## src/rtl/wb_pkg.sv

```systemverilog
`default_nettype none
// ============================================================================
// Module   : wb_pkg
// Purpose  : Shared widths and entry type for the regfile writeback queue.
// Revision : 1.0
// ============================================================================
package wb_pkg;

    localparam int REG_ADDR_W = 5;
    localparam int DATA_W     = 32;

    typedef struct packed {
        logic [REG_ADDR_W-1:0] rd;
        logic [DATA_W-1:0]     data;
    } wb_entry_t;

endpackage
`default_nettype wire

```

## src/rtl/wb_fifo.sv

```systemverilog
`default_nettype none
// ============================================================================
// Module   : wb_fifo
// Purpose  : In-order DEPTH-entry store exposing every slot, its validity and
//            the slot index of each age (order[0] is the oldest entry).
// Revision : 1.0
// ============================================================================
module wb_fifo
    import wb_pkg::*;
#(
    parameter int DEPTH = 4
) (
    input  logic                         clock,
    input  logic                         reset,
    input  logic                         push,
    input  wb_entry_t                    push_entry,
    input  logic                         pop,
    output wb_entry_t                    head,
    output wb_entry_t                    entries [DEPTH],
    output logic [DEPTH-1:0]             valid,
    output logic [$clog2(DEPTH)-1:0]     order   [DEPTH],
    output logic [$clog2(DEPTH+1)-1:0]   count
);

    localparam int c_ptr_w = $clog2(DEPTH);
    localparam int c_cnt_w = $clog2(DEPTH+1);

    wb_entry_t            r_mem [DEPTH];
    logic [c_ptr_w-1:0]   r_wr_ptr;
    logic [c_ptr_w-1:0]   r_rd_ptr;
    logic [c_cnt_w-1:0]   r_count;

    logic w_push;
    logic w_pop;

    // Occupancy alone separates full from empty; the pointers just wrap.
    assign w_push = push && (r_count != c_cnt_w'(DEPTH));
    assign w_pop  = pop  && (r_count != '0);

    always_ff @(posedge clock) begin
        if (reset) begin
            r_wr_ptr <= '0;
            r_rd_ptr <= '0;
            r_count  <= '0;
        end else begin
            if (w_push) r_wr_ptr <= r_wr_ptr + c_ptr_w'(1);
            if (w_pop)  r_rd_ptr <= r_rd_ptr + c_ptr_w'(1);
            r_count <= r_count + c_cnt_w'(w_push) - c_cnt_w'(w_pop);
        end
    end

    always_ff @(posedge clock) begin
        if (w_push) r_mem[r_wr_ptr] <= push_entry;
    end

    generate
        for (genvar i = 0; i < DEPTH; i++) begin : g_slot
            logic [c_ptr_w-1:0] w_age;
            assign w_age      = c_ptr_w'(i) - r_rd_ptr;
            assign valid[i]   = c_cnt_w'(w_age) < r_count;
            assign order[i]   = r_rd_ptr + c_ptr_w'(i);
            assign entries[i] = r_mem[i];
        end
    endgenerate

    assign head  = r_mem[r_rd_ptr];
    assign count = r_count;

endmodule
`default_nettype wire

```

## src/rtl/regfile_wb_queue.sv

```systemverilog
`default_nettype none
// ============================================================================
// Module   : regfile_wb_queue
// Purpose  : Buffers completed results and retires one per cycle into the
//            register file write port; flags pending writes for decode.
//            Define WB_BYPASS_EN to build youngest-match data forwarding.
// Revision : 1.0
// ============================================================================
module regfile_wb_queue
    import wb_pkg::*;
#(
    parameter int DEPTH = 4
) (
    input  logic                        clock,
    input  logic                        reset,
    input  logic                        in_valid,
    output logic                        in_ready,
    input  logic [REG_ADDR_W-1:0]       in_rd,
    input  logic [DATA_W-1:0]           in_data,
    input  logic                        hold,
    output logic                        wEn,
    output logic [REG_ADDR_W-1:0]       write_sel,
    output logic [DATA_W-1:0]           write_data,
    input  logic [REG_ADDR_W-1:0]       rs1,
    input  logic [REG_ADDR_W-1:0]       rs2,
    output logic                        pend1,
    output logic                        pend2,
    output logic [DATA_W-1:0]           fwd1_data,
    output logic [DATA_W-1:0]           fwd2_data,
    output logic [$clog2(DEPTH+1)-1:0]  count
);

    localparam int c_ptr_w = $clog2(DEPTH);

    wb_entry_t           w_head;
    wb_entry_t           w_entries [DEPTH];
    logic [DEPTH-1:0]    w_valid;
    logic [c_ptr_w-1:0]  w_order   [DEPTH];
    logic                w_push;
    logic                w_pop;
    logic                w_hit1;
    logic                w_hit2;

    assign in_ready = (count != ($clog2(DEPTH+1))'(DEPTH));
    // x0 results are acknowledged but never stored.
    assign w_push   = in_valid && in_ready && (in_rd != '0);
    assign w_pop    = (count != '0) && !hold;

    wb_fifo #(.DEPTH(DEPTH)) u_fifo (
        .clock      (clock),
        .reset      (reset),
        .push       (w_push),
        .push_entry ('{rd: in_rd, data: in_data}),
        .pop        (w_pop),
        .head       (w_head),
        .entries    (w_entries),
        .valid      (w_valid),
        .order      (w_order),
        .count      (count)
    );

    assign wEn        = w_pop;
    assign write_sel  = w_pop ? w_head.rd   : '0;
    assign write_data = w_pop ? w_head.data : '0;

    always_comb begin
        w_hit1 = 1'b0;
        w_hit2 = 1'b0;
        for (int i = 0; i < DEPTH; i++) begin
            if (w_valid[i] && (w_entries[i].rd == rs1)) w_hit1 = 1'b1;
            if (w_valid[i] && (w_entries[i].rd == rs2)) w_hit2 = 1'b1;
        end
    end

    assign pend1 = w_hit1 && (rs1 != '0);
    assign pend2 = w_hit2 && (rs2 != '0);

`ifdef WB_BYPASS_EN
    // Walk oldest to youngest so the youngest match is the one left standing.
    always_comb begin
        fwd1_data = '0;
        fwd2_data = '0;
        for (int a = 0; a < DEPTH; a++) begin
            if (w_valid[w_order[a]] && (w_entries[w_order[a]].rd == rs1) && (rs1 != '0))
                fwd1_data = w_entries[w_order[a]].data;
            if (w_valid[w_order[a]] && (w_entries[w_order[a]].rd == rs2) && (rs2 != '0))
                fwd2_data = w_entries[w_order[a]].data;
        end
    end
`else
    logic [DEPTH-1:0] w_unused_fwd;

    generate
        for (genvar i = 0; i < DEPTH; i++) begin : g_unused
            assign w_unused_fwd[i] = ^{w_entries[i].data, w_order[i]};
        end
    endgenerate

    assign fwd1_data = '0;
    assign fwd2_data = '0;
`endif

endmodule
`default_nettype wire

```

## config.mk

```make
export PLATFORM = sky130hd
export DESIGN_NAME = regfile_wb_queue
export DESIGN_NICKNAME = d
export VERILOG_FILES = /design/src/rtl/wb_pkg.sv /design/src/rtl/wb_fifo.sv /design/src/rtl/regfile_wb_queue.sv
export SDC_FILE = /design/constraint.sdc
export NUM_CORES = 1
export LEC_CHECK = 0
export ABC_AREA = 1
export CORE_ASPECT_RATIO = 1.4
export CORE_MARGIN = 2
export CORE_UTILIZATION = 47
export DETAILED_ROUTE_END_ITERATION = 16
export PLACE_DENSITY = 0.84
export SYNTH_ARGS = -nofsm -noshare
export SYNTH_HDL_FRONTEND = slang
export SYNTH_HIERARCHICAL = 1
export SYNTH_SLANG_ARGS = --single-unit
```

## constraint.sdc

```tcl
create_clock -name clock -period 3.5 [get_ports clock]
set_clock_uncertainty 0.05 [all_clocks]
set_input_delay 1.05 -clock clock [delete_from_list [all_inputs] [get_ports clock]]
set_output_delay 1.05 -clock clock [all_outputs]
set_load 0.005 [all_outputs]
```

==> impl_metrics.py, run 1 <==
metrics = {
    "run_status": {
        "outcome": "completed",
    },
    "sta": {
        "setup_violations": 0,
        "tns_ps": 0,
        "slew_violations": 0,
        "min_period_over_period_pct": 96.6,
        "report.final.hold_viol_count": 0,
        "min_period_ps": 3380,
        "max_freq_ghz": 0.296,
    },
    "worst_setup_path": {
        "worstSetupEndpointType": "output pin",
        "critPathLaunchType": "flop",
        "crit_type": "reg2out",
        "r2r_start": "u_fifo/count[1]",
        "crit_start": "u_fifo/r_rd_ptr[0]",
        "crit_end": "pend1",
        "reg2reg_depth": 16,
        "critPathRequiredTime_ps": 2400,
        "reg2reg_to": "u_fifo/count[2]",
        "reg2reg_slack_ps": 1070,
        "crit_arrival_ps": 2280,
        "cp_max_fo": 6,
    },
    "finish": {
        "drive_gt1_share_pct": 12.2,
        "area_growth_pct": 23.1,
        "antennaDiodeCount": 0,
        "nets": 975,
        "finish.utilization_pct": 58.7,
    },
    "power": {
        "seqPwrFrac_pct": 37.5,
        "power_switching_mw": 2.19,
        "peakVddDrop_mv": 0.366,
        "swShare_pct": 33.4,
        "p_clk_share_pct": 26.8,
        "powerDensity_nw_per_um2": 695,
        "p_int_mw": 4.36,
        "cellLeakagePower_nw": 4.08,
        "pwr-share-comb_pct": 35.7,
    },
    "clocking": {
        "clk-insertion-delay-late_ps": 410,
        "cts.htree.levels": 4,
        "cts_buffers": 17,
        "cts_max_path_buffers": 2,
        "clock-root-buffer": "clkbuf_16",
        "holdBufCountCts": 0,
        "cts_sinks": 157,
        "cts_tree": "done",
        "path_clk_slew_ps": 60,
    },
    "yosys": {
        "synth_cells": 787,
        "synth_area_sq_um": 7650,
        "synth_warnings": 6,
        "synth.avg_cell_area_sq_um": 9.72,
    },
    "die": {
        "rows": 55,
        "chipWidth_um": 112,
        "start_util_pct": 47.7,
        "die-height_um": 155,
        "pin_count": 159,
        "coreArea_sq_um": 16000,
        "die_area_sq_um": 17300,
    },
    "routing": {
        "drc": 0,
        "vias": 5566,
        "firstDrtPassIters": 5,
        "vias_per_cell": 4.94,
        "wl_mm": 16.9,
        "drt-initial-drc-count": 338,
        "ant_nets": 0,
        "wl_per_cell_um": 15.0,
    },
    "global_route": {
        "grt_max_degree": 45,
        "track_usage_pct": 19.6,
        "antenna_found_initial": 0,
        "grt_first_pass_wirelength_mm": 26.6,
        "grt_pass1_vias": 5461,
        "overflow": 0,
    },
    "place": {
        "detailed_place_hpwl_mm": 11.8,
        "io_buffers": 94,
        "place_congestion": 0.900,
    },
    "run": {
        "drv_cap": 0,
    },
    "worst_hold_path": {
        "hp-class": "reg2reg",
    },
}
[metal layers]
metal | vias up | share of wire [%] | GRT usage, %
li1 | 2740 | - | -
met1 | 2596 | 38 | 21.0
met2 | 198 | 55 | 37.0
met3 | 32 | 4.8 | 3.43
met4 | 0 | 3.1 | 9.52
met5 | - | 0 | 0
[through the flow]
step           worst slack (ps)  power (mW)  cell area (sq um)  hold slack, ps  cells
3_3_place_gp               -439        4.76               8810             483   1088
3_5_place_dp               -452        4.82               8810             491   1088
4_1_cts                    -171        6.54               9380             505   1125
6_report                    117        6.55               9420             474   1126
5_1_grt                   -5.59        6.95               9420             495   1126
2_1_floorplan              -116        3.84               7890             453    850
[power groups by stage]
| stage | Sequential [mW] | Combinational [mW] | Clock (mW) |
|---|---|---|---|
| 2_1_floorplan | 2.47 | 1.37 | 0 |
| 3_3_place_gp | 2.48 | 2.29 | 0 |
| 3_5_place_dp | 2.49 | 2.33 | 0 |
| 4_1_cts | 2.45 | 2.31 | 1.78 |
| 5_1_grt | 2.47 | 2.61 | 1.87 |
| 6_report | 2.45 | 2.34 | 1.76 |
[final cells by class]
| cell class | count | area [sq um] |
|---|---|---|
| clock inverter | 13 | 139 |
| sequential | 157 | 4630 |
| timing repair buffer | 137 | 1290 |
| fill | 1318 | 6620 |
| tap | 199 | 249 |
| multi-input combinational | 514 | 2340 |
| clock buffer | 19 | 433 |
| inverter | 87 | 332 |
[what timing repair did]
item,in CTS,in global routing
gates cloned,0,0
setup endpoints to repair,39,25
gates resized for setup,82,19
endpoints found under the hold margin,0,0
setup buffers,5,1
pin swaps,1,1
[worst min path at each step]
stage	startpoint	end	slack [ps]	cells past startpoint
after floorplan	u_fifo/r_wr_ptr[1]	u_fifo/r_wr_ptr[1]	450	2
after global placement	u_fifo/r_wr_ptr[1]	u_fifo/r_wr_ptr[1]	480	2
after detailed placement	u_fifo/r_wr_ptr[1]	u_fifo/r_wr_ptr[1]	490	2
after CTS	u_fifo/r_rd_ptr[0]	u_fifo/r_rd_ptr[0]	500	2
after global routing	u_fifo/r_rd_ptr[1]	flop	490	2
final	u_fifo/r_rd_ptr[1]	flop	470	2
[flip-flops by register name (all words and copies together) (netlist names), named ones only]
| register | flops |
|---|---|
| u_fifo/count | 3 |
| u_fifo/r_mem | 148 |
| u_fifo/r_wr_ptr | 2 |
| u_fifo/r_rd_ptr | 2 |
[cells in the final DEF, fill, tap and decap left out, types with 36 or more instances in the layout]
cell type / count
nor2_1: 150
edfxtp_1: 148
nand2_1: 127
inv_1: 77
conb_1: 64
o21ai_0: 48
clkdlybuf4s50_1: 45
o22ai_1: 37
dlygate4sd2_1: 36
[worst max-delay path, cell delays in order (launching register included)]
cell and delay (ps):
dfxtp_4 370, inv_1 70, nand2_1 80, nand2_2 70, ha_1 270, a21oi_1 60, or2_2 320, nand2_1 80
nor2_1 50, nand3_1 70, nand2_1 60, nor2_1 100, nor2_1 40, dlygate4sd2_1 260
(Power assumes the default switching activity.)
==> run 2: changes to the inputs <==
CORE_UTILIZATION = 56   (was 47)
PLACE_DENSITY = 0.93   (was 0.84)
clock period = 3.9 ns   (was 3.5 ns; I/O delays follow)
==> run 2 against run 1 <==
Net effect:
- the flow now finishes with violations (negative setup slack)
- critical path depth is 7 lower
- clock-buffer cell count stayed put
- first-iteration DRC count is 21% higher
- worst setup slack worse by 130 ps
- critical path type is now in2out
- highest routed layer unchanged
==> impl_metrics.py, run 2 (synthesis results as in run 1) <==
metrics = {
    "sta": {
        "layout_setup_ws_ps": -15.9,
        "tns_ps": -74.2,
        "slew_headroom_pct": 66.6,
        "worstMarginPinSlew_ps": 501,
        "min_period_over_period_pct": 100,
        "rsz0062_at_grt": "true",
        "min_period_ps": 3920,
        "report.final.hold_viol_count": 0,
        "hold_ws_ps": 499,
        "setup_violations": 7,
        "slew_violations": 0,
        "max_freq_ghz": 0.255,
    },
    "routing": {
        "ant_nets": 0,
        "drc": 0,
        "vias_per_cell": 5.18,
        "drt-initial-drc-count": 410,
        "firstDrtPassIters": 7,
        "vias": 5687,
        "wl_mm": 18.2,
        "wl_per_cell_um": 16.5,
    },
    "global_route": {
        "grt_pass1_vias": 5528,
        "track_usage_pct": 25.5,
        "antenna_found_initial": 0,
        "grt_first_pass_wirelength_mm": 27.5,
        "grt_max_degree": 55,
        "overflow": 0,
    },
    "worst_setup_path": {
        "critPathLaunchType": "input port",
        "crit_arrival_ps": 2700,
        "critPathRequiredTime_ps": 2680,
        "cp_max_fo": 13,
        "worstSetupEndpointType": "output pin",
        "crit_type": "in2out",
    },
    "finish": {
        "regMostFlops": "u_fifo/r_mem",
        "layout_commonest_cell": "nor2_1",
        "nets": 964,
        "fin_cells": 1098,
        "final_cell_area_sq_um": 9350,
        "layout_common_cells": "154 x nor2_1, 148 x edfxtp_1, 127 x nand2_1",
        "fill_cells": 933,
        "finish.utilization_pct": 69.8,
        "area_growth_pct": 22.1,
        "largest_register_ff_count": 148,
        "drive_gt1_share_pct": 10.0,
        "antennaDiodeCount": 0,
    },
    "clocking": {
        "cts_sinks": 157,
        "post_cts_buffers": 0,
        "clk-insertion-delay-late_ps": 420,
        "cts_buffers": 17,
        "cts.htree.levels": 4,
        "cts_tree": "done",
        "clock-root-buffer": "clkbuf_16",
        "cts_max_path_buffers": 2,
        "path_clk_slew_ps": 70,
        "holdBufCountCts": 0,
    },
    "power": {
        "powerDensity_nw_per_um2": 652,
        "cellLeakagePower_nw": 3.90,
        "peakVddDrop_mv": 0.445,
    },
    "place": {
        "dp.cells": 1066,
        "io_buffers": 94,
        "detailed_place_hpwl_mm": 12.2,
        "place_congestion": 0.976,
        "postPlaceCellArea_sq_um": 8710,
    },
    "worst_hold_path": {
        "hp-class": "reg2reg",
    },
    "run_status": {
        "violations": "negative setup slack",
        "outcome": "finished with violations",
    },
    "die": {
        "chipWidth_um": 103,
        "die-height_um": 142,
        "rows": 50,
        "coreArea_sq_um": 13400,
        "pin_count": 159,
        "start_util_pct": 57.1,
        "die_area_sq_um": 14600,
    },
    "run": {
        "drv_cap": 0,
    },
}
==> run 2: metal layers <==
metal,track usage (%),up-vias,wire length (um)
met5,0,-,0
met4,12.2,0,630
met1,27.2,2695,6550
met2,47.0,240,10100
met3,5.01,45,906
li1,-,2707,-
==> run 2: per-stage QoR <==
| stage | worst slack, ps | power [mW] |
|---|---|---|
| after floorplan | 164 | 3.45 |
| after detailed placement | -248 | 4.32 |
| after global routing | -102 | 6.39 |
| final | -15.9 | 6.09 |
| after CTS | -30.9 | 6.07 |
| after global placement | -260 | 4.24 |
==> run 2: cell type report <==
type,instances,area [sq um],area share [%]
tap,182,228,2.44
inverter,87,329,3.52
sequential,157,4630,49.6
clock inverter,13,189,2.02
timing repair buffer,126,1220,13.0
multi-input combinational,514,2320,24.8
clock buffer,19,433,4.63
==> run 2: report_power, final <==
part	internal [mW]	switching, mW	total (mW)
combinational	0.889	1.24	2.13
sequential	2.10	0.130	2.23
clock	1.08	0.648	1.73
total	4.07	2.02	6.09
==> run 2: critical path, cell delays in order <==
cell             delay [ps]
clkdlybuf4s50_1         410
a21oi_2                 170
inv_4                   140
buf_4                   190
nor2_1                   90
clkdlybuf4s50_1         520
==> run 2: path summary, 6_finish.rpt <==
| check | start | to | slack (ps) | depth (start not counted) |
|---|---|---|---|---|
| max | hold | write_data[31] | -20 | 6 |
| min | u_fifo/r_rd_ptr[1] | u_fifo/r_rd_ptr[1] | 500 | 2 |
| max reg2reg | u_fifo/count[0] | u_fifo/count[2] | 1450 | 13 |
| min reg2reg | u_fifo/r_rd_ptr[1] | u_fifo/r_rd_ptr[1] | 500 | 2 |
==> run 2: repair_timing <==
| item | 4_1_cts | 5_1_grt |
|---|---|---|
| pin swaps | 0 | 1 |
| gates resized for setup | 16 | 12 |
| setup endpoints to repair | 31 | 28 |
| endpoints found under the hold margin | 0 | 0 |
